`src/rtl/gmm_out_packer.sv`:
```
`default_nettype none
// ============================================================================
// Module      : gmm_out_packer
// Description : Packs 32-bit GMM pixel results into 256-bit RAM words and
//               ping-pongs two 32-word banks with a DMA consumer.
// Revision    : 1.0 - initial release
// ============================================================================
module gmm_out_packer #(
    parameter int PIX_W      = 32,
    parameter int LANES      = 8,
    parameter int ADDR_W     = 6,
    parameter int BANK_WORDS = 32
) (
    input  logic                        clk,
    input  logic                        reset_n,
    input  logic                        in_valid,
    output logic                        in_ready,
    input  logic [PIX_W-1:0]            in_data,
    input  logic                        in_sop,
    input  logic                        in_eop,
    output logic [ADDR_W-1:0]           ram_address,
    output logic                        ram_chipselect,
    output logic                        ram_write,
    output logic [PIX_W*LANES-1:0]      ram_writedata,
    output logic [PIX_W*LANES/8-1:0]    ram_byteenable,
    output logic                        ram_clken,
    output logic                        bank_ready,
    output logic                        bank_id,
    output logic [ADDR_W-1:0]           bank_words,
    output logic                        bank_last,
    input  logic [1:0]                  bank_release,
    output logic                        err_sop
);

    localparam int c_WORD_W    = PIX_W * LANES;
    localparam int c_BE_W      = c_WORD_W / 8;
    localparam int c_PIX_BYTES = PIX_W / 8;
    localparam int c_LANE_W    = $clog2(LANES);
    localparam int c_WIDX_W    = $clog2(BANK_WORDS);

    logic [1:0]            r_rst_sync;
    logic                  w_rst_n;

    logic [c_LANE_W-1:0]   r_lane_cnt;
    logic [c_WIDX_W-1:0]   r_word_idx;
    logic                  r_cur_bank;
    logic [1:0]            r_owned;
    logic                  r_in_ready;
    logic [c_WORD_W-1:0]   r_asm;
    logic                  r_err_sop;

    logic                  w_accept;
    logic                  w_restart;
    logic [c_LANE_W-1:0]   w_lane;
    logic [c_WIDX_W-1:0]   w_word;
    logic                  w_word_done;
    logic                  w_bank_done;
    logic [c_WORD_W-1:0]   w_asm_next;
    logic [c_BE_W-1:0]     w_be;
    logic [1:0]            w_set;
    logic [1:0]            w_owned_next;
    logic                  w_cur_bank_next;

    // Reset asserts asynchronously but releases on a clock edge.
    always_ff @(posedge clk or negedge reset_n) begin
        if (!reset_n) begin
            r_rst_sync <= '0;
        end else begin
            r_rst_sync <= {r_rst_sync[0], 1'b1};
        end
    end

    assign w_rst_n = r_rst_sync[1];

    assign w_accept    = in_valid & r_in_ready;
    assign w_restart   = in_sop & ((r_lane_cnt != '0) | (r_word_idx != '0));
    assign w_lane      = w_restart ? '0 : r_lane_cnt;
    assign w_word      = w_restart ? '0 : r_word_idx;
    assign w_word_done = (w_lane == c_LANE_W'(LANES - 1)) | in_eop;
    assign w_bank_done = w_word_done & ((w_word == c_WIDX_W'(BANK_WORDS - 1)) | in_eop);

    always_comb begin
        w_asm_next = w_restart ? '0 : r_asm;
        w_asm_next[w_lane*PIX_W +: PIX_W] = in_data;
    end

    always_comb begin
        w_be = '0;
        for (int i = 0; i < LANES; i++) begin
            if (i <= int'(w_lane)) begin
                w_be[i*c_PIX_BYTES +: c_PIX_BYTES] = '1;
            end
        end
    end

    // A handover and a release of the same bank in one cycle: handover wins.
    assign w_set           = (w_accept & w_bank_done) ? (r_cur_bank ? 2'b10 : 2'b01) : 2'b00;
    assign w_owned_next    = (r_owned & ~bank_release) | w_set;
    assign w_cur_bank_next = r_cur_bank ^ (w_accept & w_bank_done);

    always_ff @(posedge clk or negedge w_rst_n) begin
        if (!w_rst_n) begin
            r_lane_cnt <= '0;
            r_word_idx <= '0;
            r_cur_bank <= 1'b0;
            r_owned    <= 2'b00;
            r_in_ready <= 1'b0;
            r_asm      <= '0;
            r_err_sop  <= 1'b0;
        end else begin
            r_owned    <= w_owned_next;
            r_cur_bank <= w_cur_bank_next;
            r_in_ready <= ~w_owned_next[w_cur_bank_next];
            if (w_accept) begin
                r_err_sop <= r_err_sop | w_restart;
                if (w_word_done) begin
                    r_lane_cnt <= '0;
                    r_asm      <= '0;
                    r_word_idx <= w_bank_done ? '0 : w_word + c_WIDX_W'(1);
                end else begin
                    r_lane_cnt <= w_lane + c_LANE_W'(1);
                    r_asm      <= w_asm_next;
                    r_word_idx <= w_word;
                end
            end
        end
    end

    // Completed word leaves through output registers so input never stalls.
    always_ff @(posedge clk or negedge w_rst_n) begin
        if (!w_rst_n) begin
            ram_address    <= '0;
            ram_chipselect <= 1'b0;
            ram_write      <= 1'b0;
            ram_writedata  <= '0;
            ram_byteenable <= '0;
            bank_ready     <= 1'b0;
            bank_id        <= 1'b0;
            bank_words     <= '0;
            bank_last      <= 1'b0;
        end else begin
            ram_write      <= 1'b0;
            ram_chipselect <= 1'b0;
            bank_ready     <= 1'b0;
            if (w_accept && w_word_done) begin
                ram_write      <= 1'b1;
                ram_chipselect <= 1'b1;
                ram_address    <= ADDR_W'({r_cur_bank, w_word});
                ram_writedata  <= w_asm_next;
                ram_byteenable <= w_be;
            end
            if (w_accept && w_bank_done) begin
                bank_ready <= 1'b1;
                bank_id    <= r_cur_bank;
                bank_words <= ADDR_W'({1'b0, w_word}) + ADDR_W'(1);
                bank_last  <= in_eop;
            end
        end
    end

    assign in_ready  = r_in_ready;
    assign err_sop   = r_err_sop;
    assign ram_clken = 1'b1;

endmodule
`default_nettype wire

```
`config.mk`:
```
export PLATFORM = sky130hd
export DESIGN_NAME = gmm_out_packer
export DESIGN_NICKNAME = d
export VERILOG_FILES = /design/src/rtl/gmm_out_packer.sv
export SDC_FILE = /design/constraint.sdc
export NUM_CORES = 1
export LEC_CHECK = 0
export ABC_AREA = 1
export BUFFER_PORTS_ARGS = -buffer_cell sky130_fd_sc_hd__buf_2
export CAP_MARGIN = 0
export CORE_ASPECT_RATIO = 0.9
export CORE_MARGIN = 5
export CORE_UTILIZATION = 42
export CTS_CLUSTER_SIZE = 16
export DETAILED_ROUTE_END_ITERATION = 7
export PLACE_DENSITY = 0.64
export SYNTH_ARGS = -nofsm -noshare
export SYNTH_HDL_FRONTEND = slang
export SYNTH_SLANG_ARGS = --single-unit
export TNS_END_PERCENT = 1
```
`constraint.sdc`:
```
create_clock -name clk -period 19.5 [get_ports clk]
set_clock_uncertainty 0.15 [all_clocks]
set_input_delay 0.975 -clock clk [delete_from_list [all_inputs] [get_ports clk]]
set_output_delay 0.975 -clock clk [all_outputs]
set_load 0.01 [all_outputs]
```
==> run_results.csv, run 1 <==
group,metric,value,unit
worst_setup_path,reg2reg_slack,13.95,ns
layout,antenna_cells,0,
detailed_routing,drcViolationCount,0,
worst_setup_path,crit_path_max_incr_delay,0.84,ns
layout,final_cell_mix,"nand2_1 (1835), dfrtp_1 (550), nand3_1 (517)",
global_routing,grt_pass1_wl,132700,um
layout,drive_gt1_share,13.53,%
die,core_area,61230,um2
worst_setup_path,worst_ep_arrival_time,5.96,ns
global_routing,grt_max_degree,199,
die,die_y,245.6,um
worst_setup_path,rr_startpoint,"r_lane_cnt[0]",
worst_setup_path,crit_path_start,"r_lane_cnt[0]",
die,std_cell_rows,86,
yosys,syn_inst,3460,
yosys,ys.flop_type,"dfrtp_1",
yosys,synth-warning-count,0,
worst_hold_path,min-delay-start,"r_rst_sync[0]",
yosys,synth_seq_area_share,53.22,%
detailed_routing,firstDrtPassIters,6,
yosys,ys_ff_latch,551,
yosys,ys_types,31,
yosys,synth.avg_cell_area,7.488,um2
clock_network,cts_made_buffers,59,
layout,fin_area,29880,um2
global_routing,grt-ovfl-total,0,
worst_setup_path,regToRegEndpoint,"r_asm[195]",
clock_network,cts_buffer_depth,3,
worst_setup_path,critPathRequiredTime,19.91,ns
layout,syn_to_final_growth,15.35,%
yosys,synth-edff-count,0,
worst_setup_path,cp_cell_sequence,"nor2_1 > nand2_1 > nor2_1 > nor2_2 > buf_4 > nor2_4 > buf_4 > ha_1 > ha_1 > nor2_1 > inv_1 > nor2_4 > buf_4 > buf_4 > nand3_1 > nand2_1",
worst_setup_path,crit_family,"buffers and inverters",
clock_network,clkTransAtPathRegs,0.06,ns
clock_network,clkLatencyLatePin,0.62,ns
timing,rsz0062_at_grt,"false",
placement,place_area,27790,um2
detailed_routing,ant_nets,0,
power_and_ir_drop,powerDensity,123.1,nW/um2
timing,fin_hold_ws,0.1983,ns
detailed_routing,avgRoutedWirePerCell,18.93,um
yosys,synthArstFlopShare,100.0,%
timing,fmax,180.3,MHz
placement,place_inst,4380,
placement,dpl.hpwl,53970,um
clock_network,cts_sinks,551,
worst_setup_path,crit_top_cell,"buf_4",
clock_network,post_cts_buffers,0,
detailed_routing,wl,84970,um
global_routing,grt_pass1_vias,22106,
worst_setup_path,path_max_fanout,80,
power_and_ir_drop,leakagePower,17.52,nW
layout,fillCellCount,6044,
worst_setup_path,start_kind,"flop",
worst_hold_path,hold_class,"flop to flop",
yosys,netlist_area,25910,um2
worst_setup_path,worstSetupPathType,"flop to flop",
worst_setup_path,cp_slowest_cell,"nor2_4",
flow_run,cap_violations,0,
timing,setup_viol,0,
detailed_routing,drtIter0Drc,2271,
placement,globalplace.congestion,0.8142,
die,initial_core_util,42.32,%
global_routing,grt_antenna_before_repair,1,
run_status,status,"completed",
worst_setup_path,path_depth,16,
die,die_x,271.8,um
die,ios,347,
die,dieArea,66760,um2
worst_setup_path,endpoint_kind,"flop",
detailed_routing,via_count,23446,
detailed_routing,vias_per_cell,5.224,
power_and_ir_drop,irDropWorstVdd,86.40,uV
layout,nNetsFinal,3700,
worst_setup_path,reg2reg_depth,16,
timing,finalHoldViolCount,0,
placement,io_buffers,345,
clock_network,cts_root_buf,"clkbuf_16",
timing,worst_pin_slew,1.303,ns
placement,pre_cts_slack,13.41,ns
worst_setup_path,cp-endpoint,"r_asm[195]",
timing,slew_headroom,12.79,%
layout,final_common_cell,"nand2_1",
global_routing,grt_usage,24.98,%
layout,final_cells,4488,
timing,slew_viol_final,0,
timing,post-route-period-util,28.44,%
clock_network,clock_tree.htree_level_count,2,
worst_setup_path,cp.buffers_inverters,5,
timing,finalSetupTns,0,ns
timing,finalCriticalPeriod,5.547,ns
timing,fin_ws,13.95,ns
clock_network,cts_tree,"built",
==> worst min-delay path by stage <==
| stage | endpoint | cells after the start |
|---|---|---|
| after floorplan | r_rst_sync[1] | 0 |
| after CTS | r_rst_sync[1] | 0 |
| after global routing | r_rst_sync[1] | 0 |
| after global placement | r_rst_sync[1] | 0 |
| final | r_rst_sync[1] | 0 |
| after detailed placement | r_rst_sync[1] | 0 |
==> flip-flops by register name, indices dropped and copies added (netlist names) <==
name            flops
bank_id             1
ram_byteenable      8
bank_ready          1
ram_address         6
r_word_idx          5
bank_last           1
r_owned             2
r_cur_bank          1
ram_write           1
r_asm             256
r_lane_cnt          3
in_ready            1
err_sop             1
r_rst_sync          2
ram_writedata     256
bank_words          6
==> cell type report <==
type | instances | area (um2) | share of cell area, %
sequential | 551 | 13790 | 46.15
multi-input combinational | 2559 | 10640 | 35.59
timing repair buffer | 379 | 1997 | 6.682
clock buffer | 86 | 1778 | 5.949
tap | 792 | 991.0 | 3.316
inverter | 100 | 382.9 | 1.281
clock inverter | 21 | 309.0 | 1.034
==> synthesized netlist by cell type (2+ instances only) <==
master | count | share of area [%]
buf_2 | 82 | 1.6
buf_1 | 17 | 0.25
nand2_1 | 1837 | 27
inv_1 | 93 | 1.3
dfrtp_1 | 551 | 53
ha_1 | 11 | 0.53
inv_2 | 7 | 0.10
o21ai_1 | 32 | 0.62
nand3_2 | 4 | 0.15
o21ai_0 | 19 | 0.37
nand4_1 | 33 | 0.80
nand3_1 | 517 | 10
buf_4 | 30 | 0.87
a21oi_1 | 3 | 0.058
clkbuf_1 | 122 | 1.8
nor2_1 | 83 | 1.2
nor2_2 | 2 | 0.048
o21bai_1 | 2 | 0.058
o22ai_1 | 3 | 0.072
==> layer usage <==
layer	GRT usage, %	wire length (um)
met1	36.92	38590
met2	38.01	37640
met3	4.234	6084
met4	7.418	2648
met5	0	7
==> logic make-up (layout without fill, tap and decap cells) <==
group	Yosys count	in the layout	synth area share (%)
AOI/OAI and AO/OA	66	66	1.391
xor gates and xnor gates	1	1	0.03381
adders and majority gates	11	11	0.5312
buffers and inverters	351	586	5.916
DFF	551	551	53.22
other	1	2	0.01447
and+or+nand+nor	2479	2479	38.90
==> through the flow <==
step           utilization (%)  total power [W]
2_1_floorplan                -         0.002109
4_1_cts                  48.81         0.003698
6_report                 48.81         0.003680
3_5_place_dp             45.39         0.002485
5_1_grt                  48.81         0.003864
3_3_place_gp             45.39         0.002476
==> report_power, final <==
part	switching, W	internal (W)	total, W	leakage (nW)
Clock	0.000483	0.000722	0.00121	1.02
Combinational	0.000827	0.000255	0.00108	8.90
Sequential	0.0000953	0.00130	0.00139	7.60
Total	0.00141	0.00227	0.00368	17.5
==> timing repair <==
item                      4_1_cts  5_1_grt
hold endpoints to repair        2        0
hold buffers                    1        0
gates resized for setup         0        0
(Power assumes the default switching activity.)
==> run 2, diff against run 1 <==
--- a/config.mk
+++ b/config.mk
@@ -5,7 +5,7 @@
 export SDC_FILE = /design/constraint.sdc
 export NUM_CORES = 1
 export LEC_CHECK = 0
-export ABC_AREA = 1
+export ABC_AREA = 0
 export BUFFER_PORTS_ARGS = -buffer_cell sky130_fd_sc_hd__buf_2
 export CAP_MARGIN = 0
 export CORE_ASPECT_RATIO = 0.9
@@ -13,7 +13,7 @@
 export CORE_UTILIZATION = 42
 export CTS_CLUSTER_SIZE = 16
 export DETAILED_ROUTE_END_ITERATION = 7
-export PLACE_DENSITY = 0.64
+export PLACE_DENSITY = 0.65
 export SYNTH_ARGS = -nofsm -noshare
 export SYNTH_HDL_FRONTEND = slang
 export SYNTH_SLANG_ARGS = --single-unit
==> constraint.sdc (replaced) <==
create_clock -name clk -period 5.75 [get_ports clk]
set_clock_uncertainty 0.15 [all_clocks]
set_input_delay 0.2875 -clock clk [delete_from_list [all_inputs] [get_ports clk]]
set_output_delay 0.2875 -clock clk [all_outputs]
set_load 0.01 [all_outputs]
==> run 2 against run 1 <==
Effect of this change: combinational power rose by 94%; clock power rose to 3.3 times the previous value; critical path depth down 5; via count is 12% lower; global-route usage increased by 1.0 points; highest routed layer is now met4.
==> run_results.csv, run 2 <==
group,metric,value,unit
detailed_routing,firstDrtPassIters,5,
die,ios,347,
timing,fin_hold_ws,0.02497,ns
clock_network,clock_tree.htree_level_count,2,
placement,place_inst,3226,
global_routing,grt_antenna_before_repair,1,
global_routing,grt_max_degree,169,
yosys,synth_common_cells,"dfrtp_1 (551), nand2_1 (315), clkbuf_1 (185)",
yosys,synth.most_common_cell,"dfrtp_1",
worst_setup_path,worst_ep_arrival_time,4.88,ns
power_and_ir_drop,powerDensity,369.9,nW/um2
timing,setup_viol,0,
die,die_y,238.3,um
yosys,yosysTopAreaCell,"dfrtp_1",
timing,finalSetupTns,0,ns
global_routing,grt_util_met1,36.93,%
yosys,synth-edff-count,0,
power_and_ir_drop,pwr-share-clk,37.4,%
detailed_routing,ant_nets,0,
layout,antenna_cells,0,
clock_network,cts-resized-gates,0,
layout,nNetsFinal,2604,
yosys,ys_ff_latch,551,
power_and_ir_drop,irDropWorstVdd,234.5,uV
layout,utilization,50.23,%
placement,place_area,26400,um2
worst_setup_path,reg2reg_depth,11,
power_and_ir_drop,p_int,0.007270,W
yosys,synth.area.top_cells,"dfrtp_1 (57%), o211ai_1 (5.5%), nand2_1 (4.9%)",
layout,drive_gt1_share,20.16,%
timing,finalHoldViolCount,0,
worst_hold_path,hold_class,"primary input to flop",
detailed_routing,vias_per_cell,6.133,
clock_network,clkTransAtPathRegs,0.06,ns
yosys,netlist_area,24320,um2
yosys,syn_inst,2328,
placement,io_buffers,345,
layout,final_cell_mix,"dfrtp_1 (550), buf_2 (345), nand2_1 (314)",
global_routing,grt_use_met2,39.91,%
clock_network,clkLatencyLatePin,0.62,ns
die,dieArea,62830,um2
layout,fin_area,28740,um2
clock_network,cts_sinks,551,
detailed_routing,via_count,20631,
clock_network,cts_root_buf,"clkbuf_16",
layout,final_cells,3364,
clock_network,cts.hold.buffers_added,33,
die,core_area,57220,um2
flow_run,cap_violations,0,
yosys,synthArstFlopShare,100.0,%
worst_setup_path,path_max_fanout,50,
die,die_x,263.7,um
worst_setup_path,endpoint_kind,"flop",
global_routing,grt_use_met3,6.001,%
global_routing,grt-ovfl-total,0,
timing,slew_viol_final,0,
global_routing,top_usage_layer,"met2",
clock_network,cts_buffer_depth,3,
yosys,synth_seq_area_share,56.69,%
detailed_routing,wl,84650,um
yosys,synth-warning-count,0,
power_and_ir_drop,power_switching,0.003362,W
clock_network,cts_made_buffers,58,
global_routing,grt_pass1_vias,20701,
timing,finalCriticalPeriod,4.510,ns
layout,multiInputGateArea,9310,um2
timing,slew_headroom,17.70,%
run_status,status,"completed",
worst_setup_path,worstSetupPathType,"flop to flop",
layout,syn_to_final_growth,18.16,%
global_routing,grt_usage,26.00,%
clock_network,cts_tree,"built",
global_routing,grt_pass1_wl,129000,um
timing,worst_pin_slew,1.223,ns
detailed_routing,avgRoutedWirePerCell,25.16,um
timing,fmax,221.7,MHz
timing,rsz0062_at_grt,"false",
layout,reg_top3,"r_asm: 256 flops, ram_writedata: 256 flops, ram_byteenable: 8 flops",
power_and_ir_drop,pwr-share-comb,19.8,%
yosys,yosysTopAreaCellShare,56.69,%
layout,final_common_cell,"dfrtp_1",
power_and_ir_drop,switching_share,31.62,%
power_and_ir_drop,seq_power_share,42.8,%
die,std_cell_rows,83,
worst_setup_path,critPathRequiredTime,6.12,ns
placement,globalplace.congestion,0.8318,
detailed_routing,drcViolationCount,0,
die,initial_core_util,42.51,%
yosys,ys_types,67,
power_and_ir_drop,leakagePower,13.40,nW
clock_network,post_cts_buffers,0,
placement,dpl.hpwl,53210,um
yosys,ys.flop_type,"dfrtp_1",
detailed_routing,drtIter0Drc,2431,
yosys,synth.avg_cell_area,10.45,um2
worst_setup_path,start_kind,"flop",
layout,fillCellCount,5148,
layout,regArea,13790,um2
worst_hold_path,hold_path_depth,3,
timing,post-route-period-util,78.44,%
[run 2: changes by cell type in the layout (fill, tap and decap cells not counted), moves of 32 or more]
cell	before	now
a21oi_1	3	97
a32oi_1	0	39
nand2_1	1835	314
nand3_1	517	115
o2bb2ai_1	0	46
nand2b_1	0	36
a221o_1	0	65
o211ai_1	1	177
a22o_1	1	115
dlygate4sd3_1	1	33
inv_1	92	44
nor2_1	81	159
[run 2: area by class of cell]
class,count,share of cell area (%)
flip-flops and latches,551,47.99
multi-input cells,1468,32.39
repair buffers,430,8.689
clock buffers,86,5.907
well taps,765,3.330
clock inverters,19,1.088
inverters,45,0.6051
[run 2: power groups by stage]
stage | logic, W | registers (W) | clock network (W)
6_report | 0.00210 | 0.00455 | 0.00398
5_1_grt | 0.00227 | 0.00459 | 0.00420
4_1_cts | 0.00211 | 0.00454 | 0.00406
3_5_place_dp | 0.00208 | 0.00460 | 0
3_3_place_gp | 0.00205 | 0.00460 | 0
2_1_floorplan | 0.00106 | 0.00471 | 0
[run 2: kinds of logic (layout without fill, tap and decap cells)]
family	count (synthesis)	after routing	share of synthesized area, %
AO/OA/AOI/OAI	771	771	24.48
flip-flops	551	551	56.69
XOR/XNOR	1	1	0.03601
adder cells (fa/ha/maj)	11	11	0.5658
multiplexers	3	3	0.1337
buffers and inverters	310	580	5.705
AND/OR/NAND/NOR	680	680	12.38
other	1	2	0.01542
[run 2: per-layer routing]
metal,share of wire [%],up-vias
li1,-,8958
met1,43,10513
met2,45,1006
met3,8.6,154
met4,3.1,0
met5,0,-
[run 2: final timing paths]
kind                               start           endpoint  slack (ns)
setup / recovery           r_lane_cnt[0]           in_ready        1.24
hold / removal               in_data[20]         r_asm[116]        0.02
setup reg to reg           r_lane_cnt[0]           in_ready        1.24
hold reg to reg            r_rst_sync[0]      r_rst_sync[1]        0.20
max in group asynchronous  r_rst_sync[1]  ram_writedata[30]        3.50
min in group asynchronous  r_rst_sync[1]         r_asm[163]        0.24
[run 2: stage by stage]
step	power [W]	setup slack, ns
3_5_place_dp	0.006686	0.8547
3_3_place_gp	0.006647	1.061
2_1_floorplan	0.005769	0.2438
4_1_cts	0.01071	1.265
6_report	0.01063	1.240
5_1_grt	0.01106	0.8679
[run 2: worst max-delay path: stages, from the launching register on]
cell and delay [ns]:
dfrtp_1 0.55, nand2_1 0.24, inv_1 0.17, ha_1 0.33
ha_1 0.38, o211ai_4 0.70, inv_6 0.32, o21ai_0 0.50
inv_1 0.32, ha_1 0.38, inv_1 0.10, mux2i_1 0.25
==> run 3, diff against run 2 <==
--- a/config.mk
+++ b/config.mk
@@ -5,7 +5,7 @@
 export SDC_FILE = /design/constraint.sdc
 export NUM_CORES = 1
 export LEC_CHECK = 0
-export ABC_AREA = 0
+export ABC_AREA = 1
 export BUFFER_PORTS_ARGS = -buffer_cell sky130_fd_sc_hd__buf_2
 export CAP_MARGIN = 0
 export CORE_ASPECT_RATIO = 0.9
@@ -13,7 +13,7 @@
 export CORE_UTILIZATION = 42
 export CTS_CLUSTER_SIZE = 16
 export DETAILED_ROUTE_END_ITERATION = 7
-export PLACE_DENSITY = 0.65
+export PLACE_DENSITY = 0.64
 export SYNTH_ARGS = -nofsm -noshare
 export SYNTH_HDL_FRONTEND = slang
 export SYNTH_SLANG_ARGS = --single-unit
==> constraint.sdc (replaced) <==
create_clock -name clk -period 4.5 [get_ports clk]
set_clock_uncertainty 0.15 [all_clocks]
set_input_delay 0.225 -clock clk [delete_from_list [all_inputs] [get_ports clk]]
set_output_delay 0.225 -clock clk [all_outputs]
set_load 0.01 [all_outputs]
==> run 3 against run 2 <==
Effect of this change: highest routed layer unchanged; cell area is 6.5% higher; maximum frequency is 28% higher; clock power is 31% higher; sequential power is 33% higher; global-route usage is 0.26 points lower; hold slack better by 0.029 ns; non-clock buffer count is 12 higher; power is 53% higher.
==> run_results.csv, run 3 (synthesis results as in run 1) <==
group,metric,value,unit
run_status,status,"completed",
detailed_routing,vias_per_cell,5.245,
layout,multiInputGateArea,10640,um2
worst_setup_path,critPathRequiredTime,4.86,ns
timing,fin_ws,0.9808,ns
timing,finalCriticalPeriod,3.519,ns
worst_setup_path,reg2reg_slack,0.98,ns
die,dieArea,66760,um2
layout,nNetsFinal,3763,
clock_network,clkTransAtPathRegs,0.06,ns
die,initial_core_util,42.32,%
layout,final_common_cell,"nand2_1",
timing,worst_pin_slew,1.052,ns
die,ios,347,
layout,final_cells,4555,
worst_setup_path,worstSetupPathType,"flop to flop",
die,core_area,61230,um2
detailed_routing,via_count,23890,
layout,drive_gt1_share,13.96,%
power_and_ir_drop,p_total,0.01624,W
worst_setup_path,rr_startpoint,"r_lane_cnt[1]",
placement,globalplace.congestion,0.8191,
power_and_ir_drop,switching_share,38.50,%
worst_hold_path,hold_class,"primary input to flop",
timing,rsz0062_at_grt,"false",
detailed_routing,drcViolationCount,0,
worst_setup_path,worst_ep_arrival_time,3.88,ns
global_routing,grt-ovfl-total,0,
die,std_cell_rows,86,
detailed_routing,avgRoutedWirePerCell,19.35,um
timing,slew_headroom,29.85,%
clock_network,cts_tree,"built",
worst_setup_path,reg2reg_depth,13,
power_and_ir_drop,pwr-share-clk,32.1,%
power_and_ir_drop,power_switching,0.006253,W
clock_network,cts_sinks,551,
detailed_routing,wl,88140,um
clock_network,clock_tree.htree_level_count,2,
timing,fin_hold_ws,0.05369,ns
flow_run,cap_violations,0,
timing,slew_viol_final,0,
clock_network,cts_made_buffers,59,
global_routing,grt_pass1_vias,22280,
layout,fillCellCount,5873,
die,die_y,245.6,um
power_and_ir_drop,pwr-share-comb,30.6,%
placement,pre_cts_slack,1.015,ns
detailed_routing,drtIter0Drc,2573,
worst_hold_path,hold_path_depth,4,
global_routing,grt_max_degree,162,
timing,post-route-period-util,78.20,%
timing,fmax,284.2,MHz
power_and_ir_drop,powerDensity,530.7,nW/um2
power_and_ir_drop,seq_power_share,37.3,%
clock_network,cts_root_buf,"clkbuf_16",
placement,dpl.hpwl,54870,um
detailed_routing,firstDrtPassIters,7,
power_and_ir_drop,p_int,0.009989,W
global_routing,grt_antenna_before_repair,2,
global_routing,grt_usage,25.74,%
placement,place_inst,4406,
layout,regArea,13790,um2
layout,final_cell_mix,"nand2_1 (1835), dfrtp_1 (550), nand3_1 (517)",
layout,reg_top3,"r_asm: 256 flops, ram_writedata: 256 flops, ram_byteenable: 8 flops",
worst_setup_path,endpoint_kind,"flop",
worst_setup_path,start_kind,"flop",
die,die_x,271.8,um
worst_setup_path,regToRegEndpoint,"r_asm[133]",
layout,fin_area,30610,um2
detailed_routing,ant_nets,0,
worst_hold_path,hold_end,"r_asm[155]",
timing,setup_viol,0,
clock_network,cts_buffer_depth,3,
placement,place_area,28150,um2
global_routing,grt_pass1_wl,135500,um
worst_setup_path,path_max_fanout,32,
layout,syn_to_final_growth,18.13,%
power_and_ir_drop,irDropWorstVdd,486.8,uV
power_and_ir_drop,leakagePower,17.87,nW
worst_hold_path,min-delay-start,"in_valid",
clock_network,clkLatencyLatePin,0.63,ns
timing,finalHoldViolCount,0,
placement,io_buffers,345,
run 3: cell count changes in the layout (fill, tap and decap cells not counted), moves of 46 or more:
cell,before,now
nand3_1,115,517
nor2_1,159,81
a22o_1,115,1
a21oi_1,97,3
inv_1,44,92
o211ai_1,177,1
o2bb2ai_1,46,0
nand2_1,314,1835
a221o_1,65,0
run 3: how the worst max path moves through the flow:
stage | to | startpoint
floorplan | bank_id | r_rst_sync[1]
global placement | ram_writedata[162] | r_lane_cnt[1]
detailed placement | ram_writedata[152] | r_word_idx[2]
CTS | r_asm[133] | r_word_idx[2]
global route | in_ready | r_lane_cnt[1]
finish | r_asm[133] | r_lane_cnt[1]
run 3: critical path: stages (launching register included):
cell     delay (ns)
dfrtp_1        0.41
nor2_1         0.16
nand2_1        0.12
o21ai_4        0.17
nand2_2        0.10
ha_1           0.21
ha_1           0.52
nor3_4         0.79
nand3_1        0.14
buf_4          0.32
nand2_1        0.12
nand2_1        0.07
nand2_1        0.06
nand2_1        0.05
run 3: metrics by stage:
stage,util (%),TNS (ns)
6_report,49.99,0
5_1_grt,49.98,0
4_1_cts,49.98,0
3_5_place_dp,45.97,0
3_3_place_gp,45.97,0
2_1_floorplan,-,-552.40
run 3: final cells by class:
class	instances	share of cell area (%)
antenna	3	0.02453
clock buffer	83	5.682
clock inverter	25	1.091
inverter	100	1.251
multi-input combinational	2559	34.75
sequential	551	45.06
tap	792	3.238
timing repair buffer	442	8.904
run 3: repair_timing:
item / 4_1_cts / 5_1_grt
hold buffers: 38 / 0
hold endpoints to repair: 130 / 0
resized for setup: 0 / 0
setup buffers: 0 / 0
run 3: layer usage:
metal / wire (um) / share of wire [%] / global-route usage (%) / vias to the layer above
li1: - / - / - / 11390
met5: 0 / 0 / 0 / -
met4: 3096 / 3.5 / 9.546 / 0
met1: 39570 / 45 / 37.17 / 11448
met3: 6627 / 7.5 / 5.259 / 153
met2: 38850 / 44 / 38.56 / 899
run 3: power by group through the flow:
stage / Sequential [W] / Clock (W) / Combinational (W)
3_3_place_gp: 0.00613 / 0 / 0.00488
6_report: 0.00606 / 0.00521 / 0.00497
5_1_grt: 0.00614 / 0.00551 / 0.00540
2_1_floorplan: 0.00627 / 0 / 0.00286
3_5_place_dp: 0.00614 / 0 / 0.00492
4_1_cts: 0.00606 / 0.00531 / 0.00496
